--- src/rtl/matmul_sequencer.sv ---
// APB master that replays a loaded program of WRITE / READ / WAIT / END instructions.
// Define MATMUL_SEQ_COMPARE_EN to build the read-data comparator that drives err_cnt_o.
module matmul_sequencer #(
  parameter int DATA_WIDTH = 32,
  parameter int ADDR_WIDTH = 16,
  parameter int DEPTH      = 64,
  parameter int TIMEOUT    = 4096,
  localparam int PC_W      = $clog2(DEPTH),
  localparam int IW        = 2 + ADDR_WIDTH + DATA_WIDTH
) (
  input  logic                  clk_i,
  input  logic                  rst_i,
  input  logic                  ld_we_i,
  input  logic [PC_W-1:0]       ld_addr_i,
  input  logic [IW-1:0]         ld_data_i,
  input  logic                  start_i,
  output logic                  psel_o,
  output logic                  penable_o,
  output logic                  pwrite_o,
  output logic [ADDR_WIDTH-1:0] paddr_o,
  output logic [DATA_WIDTH-1:0] pwdata_o,
  input  logic [DATA_WIDTH-1:0] prdata_i,
  input  logic                  pready_i,
  input  logic                  dut_done_i,
  output logic                  busy_o,
  output logic                  done_o,
  output logic [15:0]           err_cnt_o,
  output logic                  timeout_o,
  output logic [DATA_WIDTH-1:0] rd_data_o,
  output logic                  rd_valid_o
);

  typedef enum logic [2:0] {
    S_IDLE   = 3'd0,
    S_FETCH  = 3'd1,
    S_SETUP  = 3'd2,
    S_ACCESS = 3'd3,
    S_WAIT   = 3'd4,
    S_FINISH = 3'd5
  } state_t;

  localparam logic [1:0] OP_WRITE = 2'b00;
  localparam logic [1:0] OP_READ  = 2'b01;
  localparam logic [1:0] OP_WAIT  = 2'b10;
  localparam logic [1:0] OP_END   = 2'b11;

  localparam int              CNT_W    = $clog2(TIMEOUT + 1);
  localparam logic [CNT_W-1:0] CNT_LAST = CNT_W'(TIMEOUT - 1);
  localparam logic [PC_W-1:0]  PC_LAST  = PC_W'(DEPTH - 1);

  logic [IW-1:0] mem [DEPTH];

  state_t                  state_q, state_d;
  logic [PC_W-1:0]         pc_q, pc_d;
  logic [CNT_W-1:0]        cnt_q, cnt_d;
  logic [IW-1:0]           instr_q;
  logic                    psel_q, psel_d;
  logic                    penable_q, penable_d;
  logic                    pwrite_q, pwrite_d;
  logic [ADDR_WIDTH-1:0]   paddr_q, paddr_d;
  logic [DATA_WIDTH-1:0]   pwdata_q, pwdata_d;
  logic                    busy_q, busy_d;
  logic                    done_q, done_d;
  logic [15:0]             err_cnt_q, err_cnt_d;
  logic                    timeout_q, timeout_d;
  logic [DATA_WIDTH-1:0]   rd_data_q, rd_data_d;
  logic                    rd_valid_q, rd_valid_d;

  logic [1:0]              op_s;
  logic [ADDR_WIDTH-1:0]   addr_s;
  logic [DATA_WIDTH-1:0]   data_s;
  logic                    last_s;

  assign op_s   = instr_q[IW-1 -: 2];
  assign addr_s = instr_q[DATA_WIDTH +: ADDR_WIDTH];
  assign data_s = instr_q[DATA_WIDTH-1:0];
  assign last_s = (pc_q == PC_LAST);

  // Program memory: loads only while idle, contents survive reset.
  always_ff @(posedge clk_i) begin
    if (ld_we_i && (state_q == S_IDLE)) begin
      mem[ld_addr_i] <= ld_data_i;
    end
  end

  // Next-state, program counter, APB and status computation.
  always_comb begin
    state_d    = state_q;
    pc_d       = pc_q;
    cnt_d      = cnt_q;
    pwrite_d   = pwrite_q;
    paddr_d    = paddr_q;
    pwdata_d   = pwdata_q;
    err_cnt_d  = err_cnt_q;
    timeout_d  = timeout_q;
    rd_data_d  = rd_data_q;
    rd_valid_d = 1'b0;

    case (state_q)
      S_IDLE: begin
        if (start_i) begin
          state_d   = S_FETCH;
          pc_d      = '0;
          err_cnt_d = 16'h0000;
          timeout_d = 1'b0;
        end else begin
          state_d = S_IDLE;
        end
      end
      S_FETCH: begin
        cnt_d = '0;
        case (op_s)
          OP_WRITE, OP_READ: begin
            state_d  = S_SETUP;
            pwrite_d = (op_s == OP_WRITE);
            paddr_d  = addr_s;
            pwdata_d = data_s;
          end
          OP_WAIT: state_d = S_WAIT;
          OP_END:  state_d = S_FINISH;
          default: state_d = S_FINISH;
        endcase
      end
      S_SETUP: state_d = S_ACCESS;
      S_ACCESS: begin
        if (pready_i) begin
          if (!pwrite_q) begin
            rd_valid_d = 1'b1;
            rd_data_d  = prdata_i;
`ifdef MATMUL_SEQ_COMPARE_EN
            // pwdata_q still holds the expected value of a READ.
            if ((prdata_i != pwdata_q) && (err_cnt_q != 16'hFFFF)) begin
              err_cnt_d = err_cnt_q + 16'h0001;
            end else begin
              err_cnt_d = err_cnt_q;
            end
`else
            err_cnt_d = 16'h0000;
`endif
          end else begin
            rd_valid_d = 1'b0;
          end
          if (last_s) begin
            state_d = S_FINISH;
          end else begin
            pc_d    = pc_q + PC_W'(1);
            state_d = S_FETCH;
          end
        end else if (cnt_q == CNT_LAST) begin
          timeout_d = 1'b1;
          state_d   = S_FINISH;
        end else begin
          cnt_d = cnt_q + CNT_W'(1);
        end
      end
      S_WAIT: begin
        if (dut_done_i) begin
          if (last_s) begin
            state_d = S_FINISH;
          end else begin
            pc_d    = pc_q + PC_W'(1);
            state_d = S_FETCH;
          end
        end else if (cnt_q == CNT_LAST) begin
          timeout_d = 1'b1;
          state_d   = S_FINISH;
        end else begin
          cnt_d = cnt_q + CNT_W'(1);
        end
      end
      S_FINISH: state_d = S_IDLE;
      default:  state_d = S_IDLE;
    endcase

    // Outputs are registered from the next state so they line up with it.
    psel_d    = (state_d == S_SETUP) || (state_d == S_ACCESS);
    penable_d = (state_d == S_ACCESS);
    busy_d    = (state_d != S_IDLE) && (state_d != S_FINISH);
    done_d    = (state_d == S_FINISH);
  end

  // State and output registers with synchronous reset.
  always_ff @(posedge clk_i) begin
    if (rst_i) begin
      state_q    <= S_IDLE;
      pc_q       <= '0;
      cnt_q      <= '0;
      instr_q    <= '0;
      psel_q     <= 1'b0;
      penable_q  <= 1'b0;
      pwrite_q   <= 1'b0;
      paddr_q    <= '0;
      pwdata_q   <= '0;
      busy_q     <= 1'b0;
      done_q     <= 1'b0;
      err_cnt_q  <= 16'h0000;
      timeout_q  <= 1'b0;
      rd_data_q  <= '0;
      rd_valid_q <= 1'b0;
    end else begin
      state_q    <= state_d;
      pc_q       <= pc_d;
      cnt_q      <= cnt_d;
      instr_q    <= mem[pc_d];
      psel_q     <= psel_d;
      penable_q  <= penable_d;
      pwrite_q   <= pwrite_d;
      paddr_q    <= paddr_d;
      pwdata_q   <= pwdata_d;
      busy_q     <= busy_d;
      done_q     <= done_d;
      err_cnt_q  <= err_cnt_d;
      timeout_q  <= timeout_d;
      rd_data_q  <= rd_data_d;
      rd_valid_q <= rd_valid_d;
    end
  end

  assign psel_o     = psel_q;
  assign penable_o  = penable_q;
  assign pwrite_o   = pwrite_q;
  assign paddr_o    = paddr_q;
  assign pwdata_o   = pwdata_q;
  assign busy_o     = busy_q;
  assign done_o     = done_q;
  assign err_cnt_o  = err_cnt_q;
  assign timeout_o  = timeout_q;
  assign rd_data_o  = rd_data_q;
  assign rd_valid_o = rd_valid_q;

endmodule

--- config.mk ---
export PLATFORM = sky130hd
export DESIGN_NAME = matmul_sequencer
export DESIGN_NICKNAME = d
export VERILOG_FILES = /design/src/rtl/matmul_sequencer.sv
export SDC_FILE = /design/constraint.sdc
export NUM_CORES = 2
export LEC_CHECK = 0
export CORE_ASPECT_RATIO = 2
export CORE_MARGIN = 2
export CORE_UTILIZATION = 60
export CTS_BUF_LIST = sky130_fd_sc_hd__clkbuf_4
export DETAILED_ROUTE_END_ITERATION = 7
export PLACE_DENSITY = 0.81
export SETUP_SLACK_MARGIN = 0.1
export SYNTH_ARGS = -nofsm -noshare
export SYNTH_HDL_FRONTEND = slang
export SYNTH_SLANG_ARGS = --single-unit
--- constraint.sdc ---
create_clock -name clk_i -period 5.75 [get_ports clk_i]
set_input_delay 0.8625 -clock clk_i [delete_from_list [all_inputs] [get_ports clk_i]]
set_output_delay 0.8625 -clock clk_i [all_outputs]
set_load 0.02 [all_outputs]
==> run_results.csv <==
group,metric,value,unit
status,outcome,"finished, violations left",
status,violations,"design-rule violations",
yosys,syn_area,128000,µm²
global_route,grt_antenna_before_repair,40,
clock_tree,cts.htree.levels,6,
yosys,synth_seq_area_share,77.58,%
yosys,synth_edf_count,3200,
power_and_ir_drop,leakage,0.04733,µW
cells_and_area,drive_gt1_share,24.28,%
routing,drtIter0Drc,14940,
clock_tree,cts_resized,0,
cells_and_area,syn2layout_area_growth,12.92,%
sta,rsz0062_at_grt,"no",
die,ios,197,
yosys,ys_types,74,
yosys,async_flop_share,0,%
clock_tree,clk_pin_slew,70,ps
critical_path,critPathKind,"register to register",
routing,dr.pass1.iters,8,
cells_and_area,nFillCells,12600,
clock_tree,cts-buffers-inserted,669,
sta,max_freq,184.0,MHz
die,die_x,330.6,µm
die,core-area,212000,µm²
routing,drcViolationCount,9,
routing,routed_wl,423200,µm
clock_tree,clock_sink_count,3359,
placed_design,io_buffers,180,
placed_design,dp_hpwl,234800,µm
routing,antenna_left,0,
routing,vias_per_cell,7.168,
critical_path,cp.arrival,6610,ps
global_route,grt_max_degree,93,
critical_path,cp-start-kind,"register",
critical_path,crit_fanout,47,
global_route,grt_usage,39.03,%
sta,hold_violations,0,
yosys,synthCells,7118,
placed_design,gp_congestion,0.9293,
yosys,synth-seq-cells,3359,
cells_and_area,finish.utilization,68.16,%
cells_and_area,fin_nets,7988,
global_route,grt_overflow,0,
worst_hold_path,hold_class,"primary input to register",
cells_and_area,final_cells,11240,
yosys,synth_ff_type,"edfxtp_1",
critical_path,r2r_slack,310,ps
clock_tree,cts_tree,"yes",
global_route,grt_pass1_wl,580700,µm
flow_run,cap_violations,0,
clock_tree,cts_buffer_depth,4,
die,fp.dieH,657.1,µm
power_and_ir_drop,vdd_drop_max,0.1817,mV
sta,worstMarginPinSlew,1371,ps
yosys,synth_area_per_cell,17.98,µm²
sta,slew_headroom,8.609,%
sta,period_share,94.54,%
power_and_ir_drop,powerDensity,318.2,nW/µm²
critical_path,worstPathRequired,6920,ps
routing,routedWlPerCell,37.66,µm
routing,num_vias,80550,
sta,tns,0,ps
clock_tree,cts_root_buf,"clkbuf_4",
clock_tree,clk_latency,1340,ps
sta,clock-skew-final,91.51,ps
die,dieArea,217200,µm²
yosys,ys_warn_count,0,
sta,slew_viol_final,0,
die,initial_core_util,60.36,%
placed_design,dp.cells,9991,
die,rows,239,
global_route,first_global_vias,79340,
critical_path,end_kind,"register",
sta,finalSetupViolations,0,
sta,min_period,5436,ps
## registers in the layout (all words and copies together), names as in the netlist
name and flops:
busy_o 1, cnt_q 13, done_o 1, instr_q 50, mem 3200, paddr_o 16
pc_q 6, penable_o 1, psel_o 1, pwdata_o 32, pwrite_o 1, rd_data_o 32
rd_valid_o 1, state_q 3, timeout_o 1
## where the power goes
group	internal, µW	switching (µW)	total, µW
sequential	26900	67.2	26900
combinational	423	966	1390
clock	8630	9030	17700
total	35900	10100	46000
## what timing repair did
action                                 CTS  global route
endpoints found under the hold margin    9             0
setup buffers                            0             0
hold buffers                             1             0
## synthesized netlist by cell type, types with 89 or more instances
cell,instances,area [µm²]
buf_2,112,560.5
a211oi_1,111,833.3
mux2i_1,192,1922
a31oi_1,89,556.8
nand3_1,131,655.6
and3_1,116,725.7
a21oi_1,352,1762
nand2_1,999,3750
dfxtp_1,159,3183
a22oi_1,116,870.8
nor2_1,146,548.0
edfxtp_1,3200,96090
mux4_2,464,10450
clkbuf_1,226,848.3
## stage by stage
stage	setup WS (ps)	power (µW)	hold slack (ps)	instance area, µm²
after global placement	137.0	28760	440.1	135600
after floorplan	1479	28090	413.8	128000
after global routing	159.2	47050	57.14	144500
after detailed placement	-13.99	28820	440.6	135600
after CTS	711.8	45960	16.77	144400
final	314.1	45980	70.51	144500
## cells by family after synthesis
| family | synth area share, % |
|---|---|
| other | 0.002930 |
| flip-flops | 77.58 |
| buffers and inverters | 1.641 |
| adder cells (fa/ha/maj) | 0.01955 |
| AND/OR/NAND/NOR | 5.138 |
| XOR/XNOR | 0.04107 |
| AO/OA/AOI/OAI | 5.893 |
| multiplexers | 9.686 |
## cell usage in the layout, fill, tap and decap left out, types with 22 or more instances in the layout
cell type	synthesis	layout
a2111oi_0	35	35
a211o_1	22	22
a211oi_1	111	109
a21oi_1	352	352
a221oi_1	24	24
a22o_1	22	22
a22oi_1	116	116
a31oi_1	89	89
a32oi_1	57	57
and3_1	116	116
buf_12	0	104
buf_2	112	50
buf_4	39	250
clkbuf_4	0	950
clkdlybuf4s50_1	0	129
clkinv_1	0	169
clkinv_2	0	49
dfxtp_1	159	159
diode_2	0	30
edfxtp_1	3200	3200
mux2i_1	192	192
mux4_2	464	464
nand2_1	999	991
nand3_1	131	131
nor2_1	146	71
nor2_4	0	70
nor3_1	47	45
o21ai_0	74	72
o221a_2	25	24
o221ai_1	41	40
o22ai_1	56	55
## metal layers
| layer | track usage (%) | vias to the layer above | wire length [µm] |
|---|---|---|---|
| met5 | 0 | - | 180 |
| met4 | 32.92 | 28 | 46320 |
| met3 | 12.66 | 2578 | 68620 |
| met2 | 59.91 | 8611 | 193900 |
| met1 | 44.25 | 38650 | 114200 |
| li1 | - | 30680 | - |
## worst max-delay path, cell delays in order (launching register included)
cell and delay (ps):
dfxtp_1 610, nand4b_1 470, o21ai_0 340, a21oi_2 170, nor2_4 1040, buf_12 300, buf_12 330, mux4_2 570
a2111o_1 470, a32oi_1 770, nand3_1 140
## area by class of cell
class	count	area (µm²)	area share, %
multi-input cells	3323	27350	18.92
flip-flops and latches	3359	99280	68.70
repair buffers	534	5510	3.813
inverters	5	18.77	0.01299
clock buffers	950	7132	4.935
clock inverters	265	1679	1.162
diodes	30	75.07	0.05195
well taps	2771	3467	2.399
## final timing paths
kind / from / to / cells past startpoint
max: state_q[1] / instr_q[6] / 10
min: prdata_i[10] / rd_data_o[10] / 3
max reg2reg: state_q[1] / instr_q[6] / 10
min reg2reg: paddr_o[8] / paddr_o[8] / 2
(Power assumes the default switching activity.)
